[config.mk]
export PLATFORM = sky130hd
export DESIGN_NAME = fetch_unit
export DESIGN_NICKNAME = d
export VERILOG_FILES = /design/src/rtl/rv32i_pkg.sv /design/src/rtl/if_id_reg.sv /design/src/rtl/fetch_unit.sv
export SDC_FILE = /design/constraint.sdc
export NUM_CORES = 1
export LEC_CHECK = 0
export ABC_AREA = 1
export BUFFER_PORTS_ARGS = -buffer_cell sky130_fd_sc_hd__clkbuf_2
export CAP_MARGIN = 10
export CORE_UTILIZATION = 40
export DETAILED_ROUTE_END_ITERATION = 7
export GPL_TIMING_DRIVEN = 0
export PLACE_DENSITY = 0.75
export SYNTH_ARGS = -nofsm -noshare
export SYNTH_HDL_FRONTEND = slang
export SYNTH_HIERARCHICAL = 1
export SYNTH_SLANG_ARGS = --single-unit
export TNS_END_PERCENT = 5
[constraint.sdc]
create_clock -name i_clk -period 4.6 [get_ports i_clk]
set_input_delay 0.23 -clock i_clk [delete_from_list [all_inputs] [get_ports i_clk]]
set_output_delay 0.23 -clock i_clk [all_outputs]
set_load 0.02 [all_outputs]
[src/rtl/rv32i_pkg.sv]
// Shared RV32I front-end definitions: word width, NOP encoding, fetch FSM
// states, the IF/ID payload layout and small PC helpers.
package rv32i_pkg;

  localparam int unsigned XLEN = 32;

  // addi x0, x0, 0
  localparam logic [XLEN-1:0] NOP_INST = 32'h0000_0013;

  localparam logic [XLEN-1:0] PC_STEP = 32'd4;

  typedef enum logic [1:0] {
    FETCH_FILL   = 2'd0,
    FETCH_RUN    = 2'd1,
    FETCH_HALTED = 2'd2
  } fetch_state_e;

  // Contents of the IF/ID pipeline register (excluding the valid bit)
  typedef struct packed {
    logic [XLEN-1:0] inst;
    logic [XLEN-1:0] pc;
    logic [XLEN-1:0] pc_plus4;
  } if_id_t;

  // Sequential next PC; wraps modulo 2^XLEN with no overflow indication
  function automatic logic [XLEN-1:0] pc_next_seq(input logic [XLEN-1:0] pc);
    return pc + PC_STEP;
  endfunction

  // Word alignment test for fetch targets
  function automatic logic is_word_aligned(input logic [XLEN-1:0] addr);
    return (addr[1:0] == 2'b00);
  endfunction

endpackage

[src/rtl/if_id_reg.sv]
// IF/ID pipeline register.
// Ports:
//   clk, rst     clock and synchronous active-high reset
//   load         capture entry and mark the stage valid
//   bubble       invalidate the stage; inst reads NOP, pc fields hold
//   entry        payload captured on load
//   valid        stage holds a real instruction
//   data         registered payload
// With neither load nor bubble asserted every field holds (stall).
module if_id_reg
  import rv32i_pkg::*;
#(
  parameter logic [XLEN-1:0] RESET_PC = '0
) (
  input  logic   clk,
  input  logic   rst,
  input  logic   load,
  input  logic   bubble,
  input  if_id_t entry,
  output logic   valid,
  output if_id_t data
);

  // Bubble wins over load so a redirect can never leak a stale instruction
  always_ff @(posedge clk) begin
    if (rst) begin
      valid         <= 1'b0;
      data.inst     <= NOP_INST;
      data.pc       <= RESET_PC;
      data.pc_plus4 <= pc_next_seq(RESET_PC);
    end else if (bubble) begin
      valid     <= 1'b0;
      data.inst <= NOP_INST;
    end else if (load) begin
      valid <= 1'b1;
      data  <= entry;
    end
  end

endmodule

[src/rtl/fetch_unit.sv]
// Instruction fetch stage: PC register, fetch FSM (FILL/RUN/HALTED) and the
// IF/ID pipeline register.
// Ports:
//   i_clk, i_rst            clock, synchronous active-high reset
//   i_stall                 hold PC and IF/ID
//   i_flush, i_redirect_pc  redirect from execute
//   i_halt                  stop fetching (sticky until reset)
//   o_imem_raddr            instruction memory address (current PC)
//   i_imem_rdata            instruction word for o_imem_raddr, same cycle
//   o_id_valid, o_id_inst, o_id_pc, o_id_pc_plus4   IF/ID register
//   o_halted                unit is halted
module fetch_unit
  import rv32i_pkg::*;
#(
  parameter logic [XLEN-1:0] RESET_ADDR = 32'h0000_0000
) (
  input  logic            i_clk,
  input  logic            i_rst,
  input  logic            i_stall,
  input  logic            i_flush,
  input  logic [XLEN-1:0] i_redirect_pc,
  input  logic            i_halt,
  output logic [XLEN-1:0] o_imem_raddr,
  input  logic [XLEN-1:0] i_imem_rdata,
  output logic            o_id_valid,
  output logic [XLEN-1:0] o_id_inst,
  output logic [XLEN-1:0] o_id_pc,
  output logic [XLEN-1:0] o_id_pc_plus4,
  output logic            o_halted
);

  // PC low bits are forced to zero at reset; every later load is aligned,
  // so the PC stays word aligned by construction
  localparam logic [XLEN-1:0] RESET_PC = {RESET_ADDR[XLEN-1:2], 2'b00};

  fetch_state_e    state_q;
  fetch_state_e    state_d;
  logic [XLEN-1:0] pc_q;
  logic [XLEN-1:0] pc_d;
  logic            halted_q;
  logic            halted_d;
  logic            id_load;
  logic            id_bubble;
  if_id_t          id_entry;
  if_id_t          id_data;

  // State, PC and halted flag registers
  always_ff @(posedge i_clk) begin
    if (i_rst) begin
      state_q  <= FETCH_FILL;
      pc_q     <= RESET_PC;
      halted_q <= 1'b0;
    end else begin
      state_q  <= state_d;
      pc_q     <= pc_d;
      halted_q <= halted_d;
    end
  end

  // Next state, next PC and IF/ID control; priority halt > flush > stall
  always_comb begin
    state_d   = state_q;
    pc_d      = pc_q;
    id_load   = 1'b0;
    id_bubble = 1'b0;
    unique case (state_q)
      FETCH_FILL: begin
        // One dead cycle after reset; PC stays at the reset address
        id_bubble = 1'b1;
        state_d   = i_halt ? FETCH_HALTED : FETCH_RUN;
      end
      FETCH_RUN: begin
        if (i_halt) begin
          id_bubble = 1'b1;
          state_d   = FETCH_HALTED;
        end else if (i_flush) begin
          id_bubble = 1'b1;
          // Misaligned target: freeze; the trap itself is raised downstream
          if (is_word_aligned(i_redirect_pc)) begin
            pc_d = i_redirect_pc;
          end else begin
            state_d = FETCH_HALTED;
          end
        end else if (!i_stall) begin
          id_load = 1'b1;
          pc_d    = pc_next_seq(pc_q);
        end
      end
      FETCH_HALTED: begin
        id_bubble = 1'b1;
      end
      default: begin
        id_bubble = 1'b1;
        state_d   = FETCH_FILL;
      end
    endcase
    halted_d = (state_d == FETCH_HALTED);
  end

  assign id_entry = '{inst: i_imem_rdata, pc: pc_q, pc_plus4: pc_next_seq(pc_q)};

  if_id_reg #(
    .RESET_PC (RESET_PC)
  ) u_if_id (
    .clk    (i_clk),
    .rst    (i_rst),
    .load   (id_load),
    .bubble (id_bubble),
    .entry  (id_entry),
    .valid  (o_id_valid),
    .data   (id_data)
  );

  assign o_imem_raddr  = pc_q;
  assign o_id_inst     = id_data.inst;
  assign o_id_pc       = id_data.pc;
  assign o_id_pc_plus4 = id_data.pc_plus4;
  assign o_halted      = halted_q;

endmodule

======== Word level (Yosys, flattened, before mapping) ========
Index checks and enable logic that the tools add are counted.
operators by class
  bitwise operators ....................... 2
  $mul .................................... 0
  reduce and logical (&&, ||, !) cells .... 5
  magnitude comparators ................... 0
  equality and inequality tests ........... 5
  multiplexer cells ....................... 15
  divide/modulo/power cells ............... 0
  shifts and indexed selects .............. 0
  $add $sub $neg .......................... 1
operators with widths
  operator                                              count
  two-way mux 32 bit                                    3
  adder 32 x 3 -> 32 bit (second input constant)        1
  two-way mux 2 bit                                     4
  two-way mux 1 bit                                     7
  case mux 2 bit (3 select lines)                       1
  equality test 2 bit (second input constant)           2
  logical NOT 2 bit                                     2
  != test 2 x 1 -> 1 bit (second input constant)        2
  AND reduction 4 bit                                   1
  equality test 2 x 1 -> 1 bit (second input constant)  1
  inverter 1 bit                                        2
  AND reduction 2 bit                                   1
  OR reduction 2 bit                                    1
storage, ports and cells
  output and inout bits ................... 130
  register bits after elaboration ......... 132
  bits in read-only memories .............. 0
  latch bits .............................. 0
  RAM bits ................................ 0
  logic and storage cells ................. 35
  memories kept ........................... 0

======== Longest topological paths before layout ========
Gate-level depths: netlist of run 1.
  depth after elaboration ................. 6
  mapped depth ............................ 12
  mapped depth without buffers ............ 12

======== Hierarchy ========
The synthesis of run 1 kept the hierarchy.
modules (own cells, without submodules)
  module      instances  cells an instance  area an instance (µm²)
  if_id_reg   1          554                3834.9
  fetch_unit  1          433                2631.3

======== Least setup slack after synthesis of run 1 ========
No wires, ideal clock.
  path type ............................... input -> register
  start ................................... in i_flush
  end ..................................... reg u_if_id/data[10] (netlist name)
  path slack .............................. 2726 ps
  required time ........................... 4536 ps
  stages .................................. 11
  arrival time ............................ 1810 ps
  path through ............................ clkbuf_1 > inv_1 > clkbuf_1 > nand3_1 > nor2_1 > buf_2 > inv_2 > nor2_4 > buf_4 > nor2_1 > nor2_1
between the ends
  longest elaborated chain between the ends .. 5
RTL lines
  element                        RTL line          source
  from (decl)                    fetch_unit.sv:20  input logic i_flush,
  two-way mux 1 bit              fetch_unit.sv:76  end else if (i_flush) begin
  two-way mux 1 bit              fetch_unit.sv:73  if (i_halt) begin
  two-way mux 1 bit              fetch_unit.sv:66  unique case (state_q)
  named net id_bubble            fetch_unit.sv:43  logic id_bubble;
  inverter 1 bit (no line)       -
  AND reduction 2 bit (no line)  -
  to (signal assigned)           if_id_reg.sv:36   data <= entry;
  to (decl)                      if_id_reg.sv:21   output if_id_t data
The timed path passes the listed nets, and every way through them passes these cells.
A chain may end at the register's enable or synchronous reset.

======== Final worst setup path of run 1 ========
  start ................................... in i_flush
  end ..................................... reg u_if_id/data[37] (netlist name)
Same word-level chain as after synthesis.

==> results of run 1 <==
[per-stage QoR]
stage | setup WS (ns) | hold slack (ns)
floorplan | 2.73 | 0.356
global placement | 1.75 | 0.440
detailed placement | 1.78 | 0.448
CTS | 2.19 | 0.00858
global route | 1.97 | 0.0127
finish | 2.11 | 0.0202
[cells by family (layout without fill, tap and decap cells)]
kind of cell    count (synthesis)  count (layout)
compound gates                 98              98
buf+inv                       182             410
fa+ha+maj                       1               1
simple gates                  559             559
flops                         132             132
xor+xnor                       15              15
[how the worst max path moves through the flow]
stage,startpoint,endpoint,slack (ns),cells after the start
2_1_floorplan,i_flush,u_if_id/data[10]$_SDFFE_PP0P_,2.73,11
5_1_grt,i_flush,u_if_id/data[17]$_SDFFE_PP0P_,1.97,11
3_3_place_gp,i_flush,u_if_id/data[26]$_SDFFE_PP0P_,1.75,10
3_5_place_dp,i_flush,u_if_id/data[41]$_SDFFE_PP0P_,1.78,11
4_1_cts,i_flush,u_if_id/data[37]$_SDFFE_PP0P_,2.19,11
6_report,i_flush,u_if_id/data[37]$_SDFFE_PP0P_,2.11,11
[placed cells by master (no fill, tap or decap), types with 2 or more instances in the layout]
cell / synthesis / routed
sky130_fd_sc_hd__inv_2: 4 / 4
sky130_fd_sc_hd__nand3_1: 87 / 87
sky130_fd_sc_hd__buf_4: 39 / 39
sky130_fd_sc_hd__clkinv_4: 0 / 2
sky130_fd_sc_hd__nand2_2: 2 / 2
sky130_fd_sc_hd__clkbuf_2: 0 / 197
sky130_fd_sc_hd__inv_1: 95 / 95
sky130_fd_sc_hd__clkinvlp_4: 0 / 6
sky130_fd_sc_hd__clkinv_2: 1 / 2
sky130_fd_sc_hd__nand2_1: 280 / 280
sky130_fd_sc_hd__o21ai_0: 8 / 8
sky130_fd_sc_hd__bufinv_16: 0 / 3
sky130_fd_sc_hd__dfxtp_1: 132 / 132
sky130_fd_sc_hd__clkbuf_16: 0 / 17
sky130_fd_sc_hd__clkbuf_1: 17 / 18
sky130_fd_sc_hd__buf_2: 21 / 21
sky130_fd_sc_hd__and2_1: 4 / 4
sky130_fd_sc_hd__buf_1: 4 / 4
sky130_fd_sc_hd__nor2_4: 6 / 6
sky130_fd_sc_hd__a21oi_1: 81 / 81
sky130_fd_sc_hd__nor2_2: 4 / 4
sky130_fd_sc_hd__nor2_1: 171 / 171
sky130_fd_sc_hd__nor3b_1: 2 / 2
sky130_fd_sc_hd__xor2_1: 14 / 14
sky130_fd_sc_hd__o21bai_1: 8 / 8
[registers in the layout, indices dropped and copies added (netlist names)]
signal / flops
u_if_id/valid: 1
state_q: 2
o_halted: 1
u_if_id/data: 96
o_imem_raddr: 32
[cell usage after synthesis]
master | count | share of area
sky130_fd_sc_hd__nor2_1 | 171 | 0.099
sky130_fd_sc_hd__clkbuf_1 | 17 | 0.0099
sky130_fd_sc_hd__or2_1 | 1 | 0.00097
sky130_fd_sc_hd__inv_2 | 4 | 0.0023
sky130_fd_sc_hd__o21ai_0 | 8 | 0.0062
sky130_fd_sc_hd__nand2_1 | 280 | 0.16
sky130_fd_sc_hd__nand2_4 | 1 | 0.0017
sky130_fd_sc_hd__nor3b_1 | 2 | 0.0023
sky130_fd_sc_hd__o21bai_1 | 8 | 0.0093
sky130_fd_sc_hd__a21oi_1 | 81 | 0.063
sky130_fd_sc_hd__dfxtp_1 | 132 | 0.41
sky130_fd_sc_hd__buf_1 | 4 | 0.0023
sky130_fd_sc_hd__xor2_1 | 14 | 0.019
sky130_fd_sc_hd__nor2_2 | 4 | 0.0039
sky130_fd_sc_hd__and2_1 | 4 | 0.0039
sky130_fd_sc_hd__nor2_4 | 6 | 0.010
sky130_fd_sc_hd__buf_4 | 39 | 0.045
sky130_fd_sc_hd__a21oi_2 | 1 | 0.0014
sky130_fd_sc_hd__xnor2_1 | 1 | 0.0014
sky130_fd_sc_hd__nand2_2 | 2 | 0.0019
sky130_fd_sc_hd__buf_2 | 21 | 0.016
sky130_fd_sc_hd__nand3_2 | 1 | 0.0015
sky130_fd_sc_hd__ha_1 | 1 | 0.0019
sky130_fd_sc_hd__nand3_1 | 87 | 0.067
sky130_fd_sc_hd__clkinv_2 | 1 | 0.00077
sky130_fd_sc_hd__buf_6 | 1 | 0.0017
sky130_fd_sc_hd__inv_1 | 95 | 0.055
[metal layers]
layer | part of all wire | GRT usage | vias to the layer above
li1 | - | - | 3445
met1 | 0.44 | 0.292 | 3000
met5 | 0 | 0 | -
met4 | 0.029 | 0.113 | 0
met3 | 0.057 | 0.0553 | 35
met2 | 0.47 | 0.376 | 214
[worst min-delay path, stage by stage]
cell and delay (ns):
sky130_fd_sc_hd__clkbuf_2 0.07, sky130_fd_sc_hd__nand2_1 0.05, sky130_fd_sc_hd__nand3_1 0.07
[final cells by class]
type / instances / share of cell area
clock inverters: 12 / 0.0189
multi-input cells: 673 / 0.356
well taps: 216 / 0.0325
clock buffers: 19 / 0.0532
flip-flops and latches: 132 / 0.317
repair buffers: 197 / 0.118
plain buffers: 82 / 0.0586
inverters: 100 / 0.0452
[where the power goes]
part	switching [mW]	internal (mW)
sequential	0.0132	1.15
clock	0.516	0.862
combinational	0.0934	0.0591
total	0.623	2.07
==> reports/results.env, run 1 <==
GRT_FIRST_PASS_WIRELENGTH_UM=29900
SYNTH_TOP_FAMILY_BY_AREA='simple AND/OR/NAND/NOR gates'
GRT_ANTENNA_BEFORE_REPAIR=0
ANTENNA-DIODE-COUNT=0
SYNTH_CELLS=987
SYNTH_MUX_AREA_FRAC=0
SEQ_AREA_FRAC_SYNTH=0.409
LAYOUT-DRIVE-GT1-SHARE=0.253
HPWL_UM=14500
CLK_PIN_SLEW_WORST_PATHS_NS=0.06
WORST_HOLD_STARTPOINT='i_imem_rdata[0]'
DETAILED_PLACE.AREA_UM2=7720
MULTI_INPUT_COMB_AREA_UM2=2960
YOSYS.AREA_SHARE.ADDER=0.00193
DRC_ERRORS=0
CRIT_SLOWEST_CELL='sky130_fd_sc_hd__clkbuf_1'
POWER.DENSITY_nW_PER_UM2=324
PLACEMENTROWS=46
ROUTED-VIA-COUNT=6694
MAXIMUM_NUMBER_OF_PINS_ON_ONE_NET_BEFORE_GLOBAL_ROUTE_REPAIR=17
SLOWEST_DELAY_NS=0.48
SEQCELLAREA_UM2=2640
CORE_REGION_AREA_UM2=15800
POSTSYNTHNETCOUNT=1057
SYN_TO_FINAL_GROWTH_PCT=28.7
FILLERINSTANCES=1573
WORST-SETUP-PATH-TYPE='input port to register'
MAX-VDD-IR-DROP_V=0.000223
INITIAL_CORE_UTILIZATION=0.409
TIMING.CRITICAL_PATH.TO_TYPE='register'
SETUP_VIOL_COUNT_FINAL=0
SYNTH_CELL_TYPES=27
START_KIND='input port'
YOSYS_WARNINGS=6
HOLDPATHSTAGES=3
REMAINING_MAX_SLEW_BUDGET_AT_THE_TIGHTEST_PIN=0.575
MAXSLEWVIOLCOUNT=0
TOTAL_POWER_mW=2.70
MAXCAPVIOLATIONS=0
FINAL_UTIL=0.526
TIMING.REG2REG.SETUP_SLACK_NS=2.51
PLACE_CONGESTION=0.946
NUMBER_OF_GLOBAL_ROUTE_VIAS_BEFORE_REPAIR=6118
TOTALWIRELENGTH_UM=19100
TIMING.FINAL.HOLD_VIOLATIONS=0
FLOORPLAN.DIE.WIDTH_UM=129
NUMPLACEDINSTANCES=1400
SYNTH_SIMPLE_GATE_AREA_FRAC=0.356
FIN_CRIT_NS=2.49
DIE_OUTLINE_AREA_UM2=16700
SYNTH.CELL_AREA_UM2=6470
AVGROUTEDWIREPERCELL_UM=13.3
WORSTREG2REGEND='u_if_id/data[37]$_SDFFE_PP0P_'
DESIGN.FINAL.NETS=1273
POST-CTS-SETUP-BUFFER-COUNT=0
R2R-START='state_q[1]$_SDFF_PP0_'
ROUTE.ANTENNA.REMAINING_NETS=0
CTS-ROOT-BUF='sky130_fd_sc_hd__clkbuf_16'
FINAL_CELL_COUNT_NO_FILL=1431
WORSTPATHARRIVAL_NS=2.84
CTS_HTREE_LEVELS=4
TIMING.HOLD.WORST.CLASS='input port to register'
WORST-PATH-BUF-INV=6
WORSTPATHMAXFANOUT=10
YS_SEQ_ELEMENTS=132
FINAL_MIN_PERIOD_OVER_CLOCK_PERIOD=0.541
SYNTH_COMPOUND_AREA_FRAC=0.0795
CTSLONGESTPATHBUFFERS=2
WORST_EP_REQUIRED_TIME_NS=4.95
WORST_SLEW_PIN_SLEW_NS=0.637
OVERALL_TRACK_DEMAND_OVER_CAPACITY_IN_GLOBAL_ROUTING=0.233
RR_WORST_DEPTH=9
TRITONCTS='built'
TOTAL_LEAKAGE_POWER_nW=3.78
CRITICAL_PATH.MOST_COMMON_CELL='sky130_fd_sc_hd__nor2_1'
AVGVIACOUNTPERCELL=4.68
FIRST_DRT_PASS_ITERATION_COUNT=7
FP.DIEH_UM=129
CTS_HOLD_BUFFERS=0
CPLARGESTDELAYFAMILY='buffers and inverters'
FMAX_MHz=402
TOTAL_CTS_BUFFERS=17
POST-ROUTE-CELL-AREA_UM2=8320
RESIZED_CELLS_POST_CTS=0
FINAL.SETUP_SKEW_NS=0.00882
GRT-OVFL-TOTAL=0
ENDPOINT_WORST_HOLD='u_if_id/data[64]$_SDFFE_PP1P_'
CLOCK_SINKS=132
IO_PINS=199
SYNTH-XOR-AREA-SHARE=0.0203
POSTSYNTHAREAPERCELL_UM2=6.55
FIRST_ITER_VIOLATIONS=361
RSZ0062_AT_GRT='false'
SETUP_TOTAL_NEGATIVE_SLACK_NS=0
STATUS='finished clean'
CLOCK_LATENCY_NS=0.42
CP_CELL_SEQUENCE='clkbuf_1 -> inv_1 -> clkbuf_1 -> nand3_1 -> nor2_1 -> buf_2 -> inv_2 -> nor2_4 -> buf_4 -> nor2_1 -> nor2_1'
PLACE.PORT_BUFFERS=197
No activity file was read; power rests on OpenSTA's default activity.
==> inputs of run 2 (changes only) <==
==> constraint.sdc (replaced) <==
create_clock -name i_clk -period 2.3 [get_ports i_clk]
set_input_delay 0.115 -clock i_clk [delete_from_list [all_inputs] [get_ports i_clk]]
set_output_delay 0.115 -clock i_clk [all_outputs]
set_load 0.02 [all_outputs]
==> run 2 against run 1 <==
Power rose by 100%. Utilization rose by 2.7 points. Die area unchanged. Sequential share of layout area fell by 1.5 points. Highest routed layer unchanged.
==> reports/results.env, run 2 (synthesis results as in run 1) <==
MAXSLEWVIOLCOUNT=0  # unchanged
FP.DIEH_UM=129  # unchanged
TOTAL_LEAKAGE_POWER_nW=3.96  # was 3.78 nW
OVERALL_TRACK_DEMAND_OVER_CAPACITY_IN_GLOBAL_ROUTING=0.241  # was 0.233
FIRST_DRT_PASS_ITERATION_COUNT=7  # unchanged
FILLERINSTANCES=1529  # was 1573
CLOCK_LATENCY_NS=0.42  # about the same
HOLD_SLACK_NS=0.0128  # was 0.0202 ns
WORSTREG2REGEND='u_if_id/data[41]$_SDFFE_PP0P_'  # was u_if_id/data[37]$_SDFFE_PP0P_
PLACEMENTROWS=46  # unchanged
INITIAL_CORE_UTILIZATION=0.409  # unchanged
WORST-SETUP-PATH-TYPE='input port to register'  # unchanged
PLACE_CONGESTION=0.946  # unchanged
RR_WORST_DEPTH=9  # unchanged
SLOWEST_DELAY_NS=0.45  # was 0.48 ns
CTS_HTREE_LEVELS=4  # unchanged
ANTENNA-DIODE-COUNT=0  # unchanged
CLOCK_NETWORK_FRACTION_OF_DESIGN_POWER=0.506  # was 0.511
CORE_REGION_AREA_UM2=15800  # unchanged
MAXIMUM_NUMBER_OF_PINS_ON_ONE_NET_BEFORE_GLOBAL_ROUTE_REPAIR=17  # unchanged
CTS-ROOT-BUF='sky130_fd_sc_hd__clkbuf_16'  # unchanged
FINAL_CRITICAL_PATH_SETUP_SLACK_NS=0.183  # was 2.11 ns
DESIGN.FINAL.NETS=1315  # was 1273
SYN_TO_FINAL_GROWTH_PCT=35.3  # was 28.7%
FINAL.SETUP_SKEW_NS=0.00729  # was 0.00882 ns
ROUTED-VIA-COUNT=6893  # was 6694
NUMBER_OF_GLOBAL_ROUTE_VIAS_BEFORE_REPAIR=6417  # was 6118
CP_CELL_SEQUENCE='clkbuf_1 -> inv_1 -> nand3_1 -> nor2_1 -> buf_2 -> inv_2 -> nor2_4 -> buf_4 -> nor2_1 -> nor2_1'  # was clkbuf_1 -> inv_1 -> clkbuf_1 -> nand3_1 -> nor2_1 -> buf_2 -> inv_2 -> nor2_4 -> buf_4 -> nor2_1 -> nor2_1
P_SEQ_FRAC=0.427  # was 0.432
MULTI_INPUT_COMB_AREA_UM2=2960  # unchanged
SEQCELLAREA_UM2=2640  # unchanged
MAXCAPVIOLATIONS=0  # unchanged
REGISTERS.TOP_BY_FF_COUNT='u_if_id/data'  # unchanged
FMAX_MHz=472
SETUP_VIOL_COUNT_FINAL=0  # unchanged
WORSTPATHARRIVAL_NS=2.47  # was 2.84 ns
AVGROUTEDWIREPERCELL_UM=13.4  # was 13.3 um
TIMING.CRITICAL_PATH.TO_TYPE='register'  # unchanged
P_SW_mW=1.26  # was 0.623 mW
ENDPOINT_WORST_HOLD='o_imem_raddr[31]$_SDFFE_PP0P_'  # was u_if_id/data[64]$_SDFFE_PP1P_
TRITONCTS='built'  # unchanged
PLACEMENT.SETUP.WORST_SLACK_NS=-0.403  # was 1.78 ns
TOTALWIRELENGTH_UM=19800  # was 19100 um
SHARE_COMB_OF_TOTAL_POWER=0.067  # was 0.057
WORST_SLEW_PIN_SLEW_NS=0.603  # was 0.637 ns
FINAL_MIN_PERIOD_OVER_CLOCK_PERIOD=0.920
STATUS='finished clean'  # unchanged
WORST_EP_REQUIRED_TIME_NS=2.65  # was 4.95 ns
TIMING.HOLD.WORST.CLASS='input port to register'  # unchanged
RSZ0062_AT_GRT='false'  # unchanged
TIMING.FINAL.HOLD_VIOLATIONS=0  # unchanged
REMAINING_MAX_SLEW_BUDGET_AT_THE_TIGHTEST_PIN=0.598  # was 0.575
START_KIND='input port'  # unchanged
IO_PINS=199  # unchanged
SETUP_TOTAL_NEGATIVE_SLACK_NS=0  # unchanged
POWER_SWITCHING_SHARE=0.231  # about the same
DRC_ERRORS=0  # unchanged
RESIZED_CELLS_POST_CTS=0  # unchanged
COMMONEST_NON_FILL_NON_TAP_CELLS_IN_THE_LAYOUT='sky130_fd_sc_hd__nand2_1 (280), sky130_fd_sc_hd__clkbuf_2 (197), sky130_fd_sc_hd__nor2_1 (171), sky130_fd_sc_hd__dfxtp_1 (132), sky130_fd_sc_hd__inv_1 (95)'  # unchanged
R2R-START='state_q[1]$_SDFF_PP0_'  # unchanged
HPWL_UM=14500  # unchanged
INTERNAL_POWER_mW=4.19  # was 2.07 mW
GRT_FIRST_PASS_WIRELENGTH_UM=31000  # was 29900 um
CLOCK_SINKS=132  # unchanged
HOLDPATHSTAGES=3  # unchanged
CPLARGESTDELAYFAMILY='buffers and inverters'  # unchanged
FINAL_UTIL=0.553  # was 0.526
FLOORPLAN.DIE.WIDTH_UM=129  # unchanged
CLK_PIN_SLEW_WORST_PATHS_NS=0.06  # about the same
WORSTPATHMAXFANOUT=13  # was 10
CRIT_SLOWEST_CELL='sky130_fd_sc_hd__inv_1'  # was sky130_fd_sc_hd__clkbuf_1
GRT_ANTENNA_BEFORE_REPAIR=0  # unchanged
FIRST_ITER_VIOLATIONS=371  # was 361
GRT-OVFL-TOTAL=0  # unchanged
WORST_HOLD_STARTPOINT='i_redirect_pc[31]'  # was i_imem_rdata[0]
MAX-VDD-IR-DROP_V=0.000443  # was 0.000223 V
AVGVIACOUNTPERCELL=4.68  # about the same
TIMING.REG2REG.SETUP_SLACK_NS=0.21  # was 2.51 ns
WORST-PATH-BUF-INV=5  # was 6
FIN_CRIT_NS=2.12
LARGEST_REGISTER_FFS=96  # unchanged
DIE_OUTLINE_AREA_UM2=16700  # unchanged
TOTAL_CTS_BUFFERS=17  # unchanged
FINAL_COMMON_CELL='sky130_fd_sc_hd__nand2_1'  # unchanged
CTSLONGESTPATHBUFFERS=2  # unchanged
POWER.DENSITY_nW_PER_UM2=623  # was 324 nW/um2
CRITICAL_PATH.MOST_COMMON_CELL='sky130_fd_sc_hd__nor2_1'  # unchanged
PLACE.PORT_BUFFERS=197  # unchanged
LAYOUT-DRIVE-GT1-SHARE=0.245  # was 0.253
ROUTE.ANTENNA.REMAINING_NETS=0  # unchanged
[run 2: changes by cell type in the layout (fill, tap and decap cells not counted)]
cell | previous run | this run
sky130_fd_sc_hd__clkbuf_1 | 18 | 17
sky130_fd_sc_hd__dlygate4sd3_1 | 0 | 43
[run 2: worst max-delay path by stage]
| stage | from | endpoint | slack, ns | depth (start not counted) |
|---|---|---|---|---|
| floorplan | i_flush | u_if_id/data[54]$_SDFFE_PP0P_ | 0.54 | 11 |
| global placement | i_flush | u_if_id/data[26]$_SDFFE_PP0P_ | -0.43 | 10 |
| detailed placement | i_flush | u_if_id/data[41]$_SDFFE_PP0P_ | -0.40 | 11 |
| CTS | i_flush | u_if_id/data[37]$_SDFFE_PP0P_ | 0.01 | 11 |
| global route | i_flush | u_if_id/data[17]$_SDFFE_PP0P_ | 0.02 | 10 |
| finish | i_flush | u_if_id/data[41]$_SDFFE_PP0P_ | 0.18 | 10 |
[run 2: cell type report]
type	count	area share
Timing Repair Buffer	240	0.162
Multi-Input combinational cell	673	0.338
Sequential cell	132	0.302
Tap cell	216	0.0309
Clock buffer	19	0.0506
Clock inverter	12	0.0180
Inverter	100	0.0430
Buffer	81	0.0553
[run 2: power by group through the flow]
stage          clock network (mW)  logic [mW]  registers, mW
5_1_grt                      2.90       0.402           2.33
3_5_place_dp                    0       0.301           2.38
2_1_floorplan                   0       0.175           2.37
6_report                     2.76       0.366           2.33
3_3_place_gp                    0       0.299           2.38
4_1_cts                      2.81       0.361           2.33
[run 2: per-layer routing]
| metal | part of all wire | vias to the layer above | track usage |
|---|---|---|---|
| met3 | 0.056 | 55 | 0.0553 |
| met1 | 0.44 | 3085 | 0.296 |
| met4 | 0.041 | 0 | 0.129 |
| met5 | 0 | - | 0 |
| met2 | 0.47 | 227 | 0.393 |
| li1 | - | 3526 | - |
[run 2: through the flow]
stage,instances,power (mW),instance area (um2)
global route,1473,5.63,8750
detailed placement,1400,2.68,7720
global placement,1400,2.68,7720
floorplan,987,2.55,6470
finish,1473,5.45,8750
CTS,1474,5.50,8750
[run 2: worst min-delay path: stages]
cell                       delay (ns)
sky130_fd_sc_hd__clkbuf_2        0.10
sky130_fd_sc_hd__a21oi_1         0.06
sky130_fd_sc_hd__a21oi_1         0.12
[run 2: what timing repair did]
action	CTS	global route
hold buffers	43	0
setup endpoints to repair	0	92
endpoints found under the hold margin	43	0
buffers inserted	0	0
==> inputs of run 3 (changes only) <==
--- a/config.mk
+++ b/config.mk
@@ -8,6 +8,7 @@
 export ABC_AREA = 1
 export BUFFER_PORTS_ARGS = -buffer_cell sky130_fd_sc_hd__clkbuf_2
 export CAP_MARGIN = 10
+export CORE_MARGIN = 2
 export CORE_UTILIZATION = 40
 export DETAILED_ROUTE_END_ITERATION = 7
 export GPL_TIMING_DRIVEN = 0
==> run 3 against run 2 <==
Cell count about the same. Register-to-register slack about the same. Sequential power about the same. Clock power up 4%. First-iteration DRC count up 20%. Fmax up 0.90%. Combinational power about the same. Critical endpoint is now u_if_id/data[36]$_SDFFE_PP0P_. Largest cell class unchanged. Largest power group unchanged.
==> reports/results.env, run 3 (synthesis results as in run 1) <==
STATUS='finished clean'  # unchanged
ANTENNA-DIODE-COUNT=0  # unchanged
FLOORPLAN.DIE.WIDTH_UM=131  # was 129 um
WORSTPATHMAXFANOUT=10  # was 13
NUMBER_OF_GLOBAL_ROUTE_VIAS_BEFORE_REPAIR=6654  # was 6417
DESIGN.FINAL.NETS=1315  # unchanged
MAXSLEWVIOLCOUNT=0  # unchanged
WORSTPATHARRIVAL_NS=2.42  # was 2.47 ns
FINAL_MIN_PERIOD_OVER_CLOCK_PERIOD=0.912  # was 0.920
FINAL_CRITICAL_PATH_SETUP_SLACK_NS=0.202  # was 0.183 ns
CTS-ROOT-BUF='sky130_fd_sc_hd__clkbuf_16'  # unchanged
TOTAL_LEAKAGE_POWER_nW=3.98  # was 3.96 nW
CLOCK_LATENCY_NS=0.42  # about the same
LARGEST_REGISTER_FFS=96  # unchanged
DETAILED_PLACE.AREA_UM2=7720  # unchanged
WORST_SLEW_PIN_SLEW_NS=0.661  # was 0.603 ns
FP.DIEH_UM=131  # was 129 um
FILLERINSTANCES=1578  # was 1529
WORST_EP_REQUIRED_TIME_NS=2.62  # was 2.65 ns
TIMING.HOLD.WORST.CLASS='input port to register'  # unchanged
CTS_HTREE_LEVELS=4  # unchanged
GRT_FIRST_PASS_WIRELENGTH_UM=32800  # was 31000 um
POST-ROUTE-CELL-AREA_UM2=8770  # was 8750 um2
FMAX_MHz=477  # was 472 MHz
TOTAL_CTS_BUFFERS=17  # unchanged
TOTAL_POWER_mW=5.55  # was 5.45 mW
FINAL_COMMON_CELL='sky130_fd_sc_hd__nand2_1'  # unchanged
COMMONEST_NON_FILL_NON_TAP_CELLS_IN_THE_LAYOUT='sky130_fd_sc_hd__nand2_1 (280), sky130_fd_sc_hd__clkbuf_2 (197), sky130_fd_sc_hd__nor2_1 (171), sky130_fd_sc_hd__dfxtp_1 (132), sky130_fd_sc_hd__inv_1 (94)'  # was sky130_fd_sc_hd__nand2_1 (280), sky130_fd_sc_hd__clkbuf_2 (197), sky130_fd_sc_hd__nor2_1 (171), sky130_fd_sc_hd__dfxtp_1 (132), sky130_fd_sc_hd__inv_1 (95)
TIMING.FINAL.HOLD_VIOLATIONS=0  # unchanged
FINAL.SETUP_SKEW_NS=0.00996  # was 0.00729 ns
SYN_TO_FINAL_GROWTH_PCT=35.7  # was 35.3%
AVGVIACOUNTPERCELL=4.71  # was 4.68
POST-CTS-SETUP-BUFFER-COUNT=0  # unchanged
SETUP_VIOL_COUNT_FINAL=0  # unchanged
ROUTE.ANTENNA.REMAINING_NETS=0  # unchanged
RSZ0062_AT_GRT='false'  # unchanged
MAXCAPVIOLATIONS=0  # unchanged
DRC_ERRORS=0  # unchanged
CTSLONGESTPATHBUFFERS=2  # unchanged
ROUTED-VIA-COUNT=6948  # was 6893
PLACE_CONGESTION=0.952  # was 0.946
FINAL_CELL_COUNT_NO_FILL=1474  # was 1473
MAX-VDD-IR-DROP_V=0.000485  # was 0.000443 V
REGISTERS.TOP_BY_FF_COUNT='u_if_id/data'  # unchanged
REMAINING_MAX_SLEW_BUDGET_AT_THE_TIGHTEST_PIN=0.559  # was 0.598
FIRST_ITER_VIOLATIONS=447  # was 371
START_KIND='register'  # was input port
CORE_REGION_AREA_UM2=15800  # unchanged
POWER.DENSITY_nW_PER_UM2=633  # was 623 nW/um2
PLACEMENT.SETUP.WORST_SLACK_NS=-0.475  # was -0.403 ns
PLACEMENTROWS=46  # unchanged
PLACE.PORT_BUFFERS=197  # unchanged
CLOCK_SINKS=132  # unchanged
WORST-SETUP-PATH-TYPE='register to register'  # was input port to register
MAXIMUM_NUMBER_OF_PINS_ON_ONE_NET_BEFORE_GLOBAL_ROUTE_REPAIR=17  # unchanged
FIRST_DRT_PASS_ITERATION_COUNT=5  # was 7
GRT-OVFL-TOTAL=0  # unchanged
LAYOUT-DRIVE-GT1-SHARE=0.247  # was 0.245
FIN_CRIT_NS=2.10  # was 2.12 ns
TIMING.CRITICAL_PATH.TO_TYPE='register'  # unchanged
OVERALL_TRACK_DEMAND_OVER_CAPACITY_IN_GLOBAL_ROUTING=0.236  # was 0.241
INITIAL_CORE_UTILIZATION=0.409  # unchanged
AVGROUTEDWIREPERCELL_UM=13.8  # was 13.4 um
CLK_PIN_SLEW_WORST_PATHS_NS=0.06  # about the same
NUMPLACEDINSTANCES=1400  # unchanged
HPWL_UM=14900  # was 14500 um
TRITONCTS='built'  # unchanged
IO_PINS=199  # unchanged
DIE_OUTLINE_AREA_UM2=17200  # was 16700 um2
TOTALWIRELENGTH_UM=20300  # was 19800 um
GRT_ANTENNA_BEFORE_REPAIR=0  # unchanged
[run 3: worst max-delay path, cell delays in order, from the launching register on]
cell and delay (ns):
sky130_fd_sc_hd__dfxtp_1 0.33, sky130_fd_sc_hd__nor2_1 0.12, sky130_fd_sc_hd__nand3_1 0.24, sky130_fd_sc_hd__nor2_1 0.16, sky130_fd_sc_hd__buf_2 0.29, sky130_fd_sc_hd__clkbuf_1 0.55
sky130_fd_sc_hd__nand3_1 0.16, sky130_fd_sc_hd__nand2_1 0.09, sky130_fd_sc_hd__nor2_1 0.04
[run 3: final timing paths]
path | from | to | slack [ns] | depth (start not counted)
setup / recovery | state_q[1]$_SDFF_PP0_ | u_if_id/data[36]$_SDFFE_PP0P_ | 0.20 | 8
hold / removal | i_redirect_pc[10] | o_imem_raddr[10]$_SDFFE_PP0P_ | 0.008 | 3
setup reg to reg | state_q[1]$_SDFF_PP0_ | u_if_id/data[36]$_SDFFE_PP0P_ | 0.20 | 8
hold reg to reg | u_if_id/data[93]$_SDFFE_PP0P_ | u_if_id/data[93]$_SDFFE_PP0P_ | 0.46 | 2
[run 3: stage by stage]
step | TNS [ns] | util | hold slack [ns]
4_1_cts | 0 | 0.554 | 0.000178
2_1_floorplan | 0 | - | 0.241
3_5_place_dp | -36.64 | 0.488 | 0.338
6_report | 0 | 0.554 | 0.00756
3_3_place_gp | -35.60 | 0.488 | 0.328
5_1_grt | 0 | 0.554 | 0.00320
[run 3: repair_timing]
item                                    in CTS  in global routing
hold buffers                                43                  0
endpoints found under the hold margin       43                  0
endpoints found under the setup margin      57                 12
gates resized for setup                      0                  1
[run 3: power by group]
group / switching, mW / internal [mW]
sequential: 0.0262 / 2.30
combinational: 0.200 / 0.165
clock: 1.12 / 1.74
total: 1.35 / 4.21
[run 3: area by class of cell]
type	instances	area, um2	share of cell area
clock inverter	15	196	0.0224
buffer	81	484	0.0552
clock buffer	17	425	0.0485
inverter	100	380	0.0433
timing repair buffer	240	1420	0.161
multi-input combinational	673	2960	0.337
sequential	132	2640	0.301
tap	216	270	0.0308
[run 3: metal layers]
metal  share of wire  global-route usage  vias to the layer above
met2            0.48               0.402                      228
met5               0                   0                        -
met4           0.034               0.100                        0
li1                -                   -                     3536
met1            0.42               0.281                     3137
met3           0.065              0.0629                       47
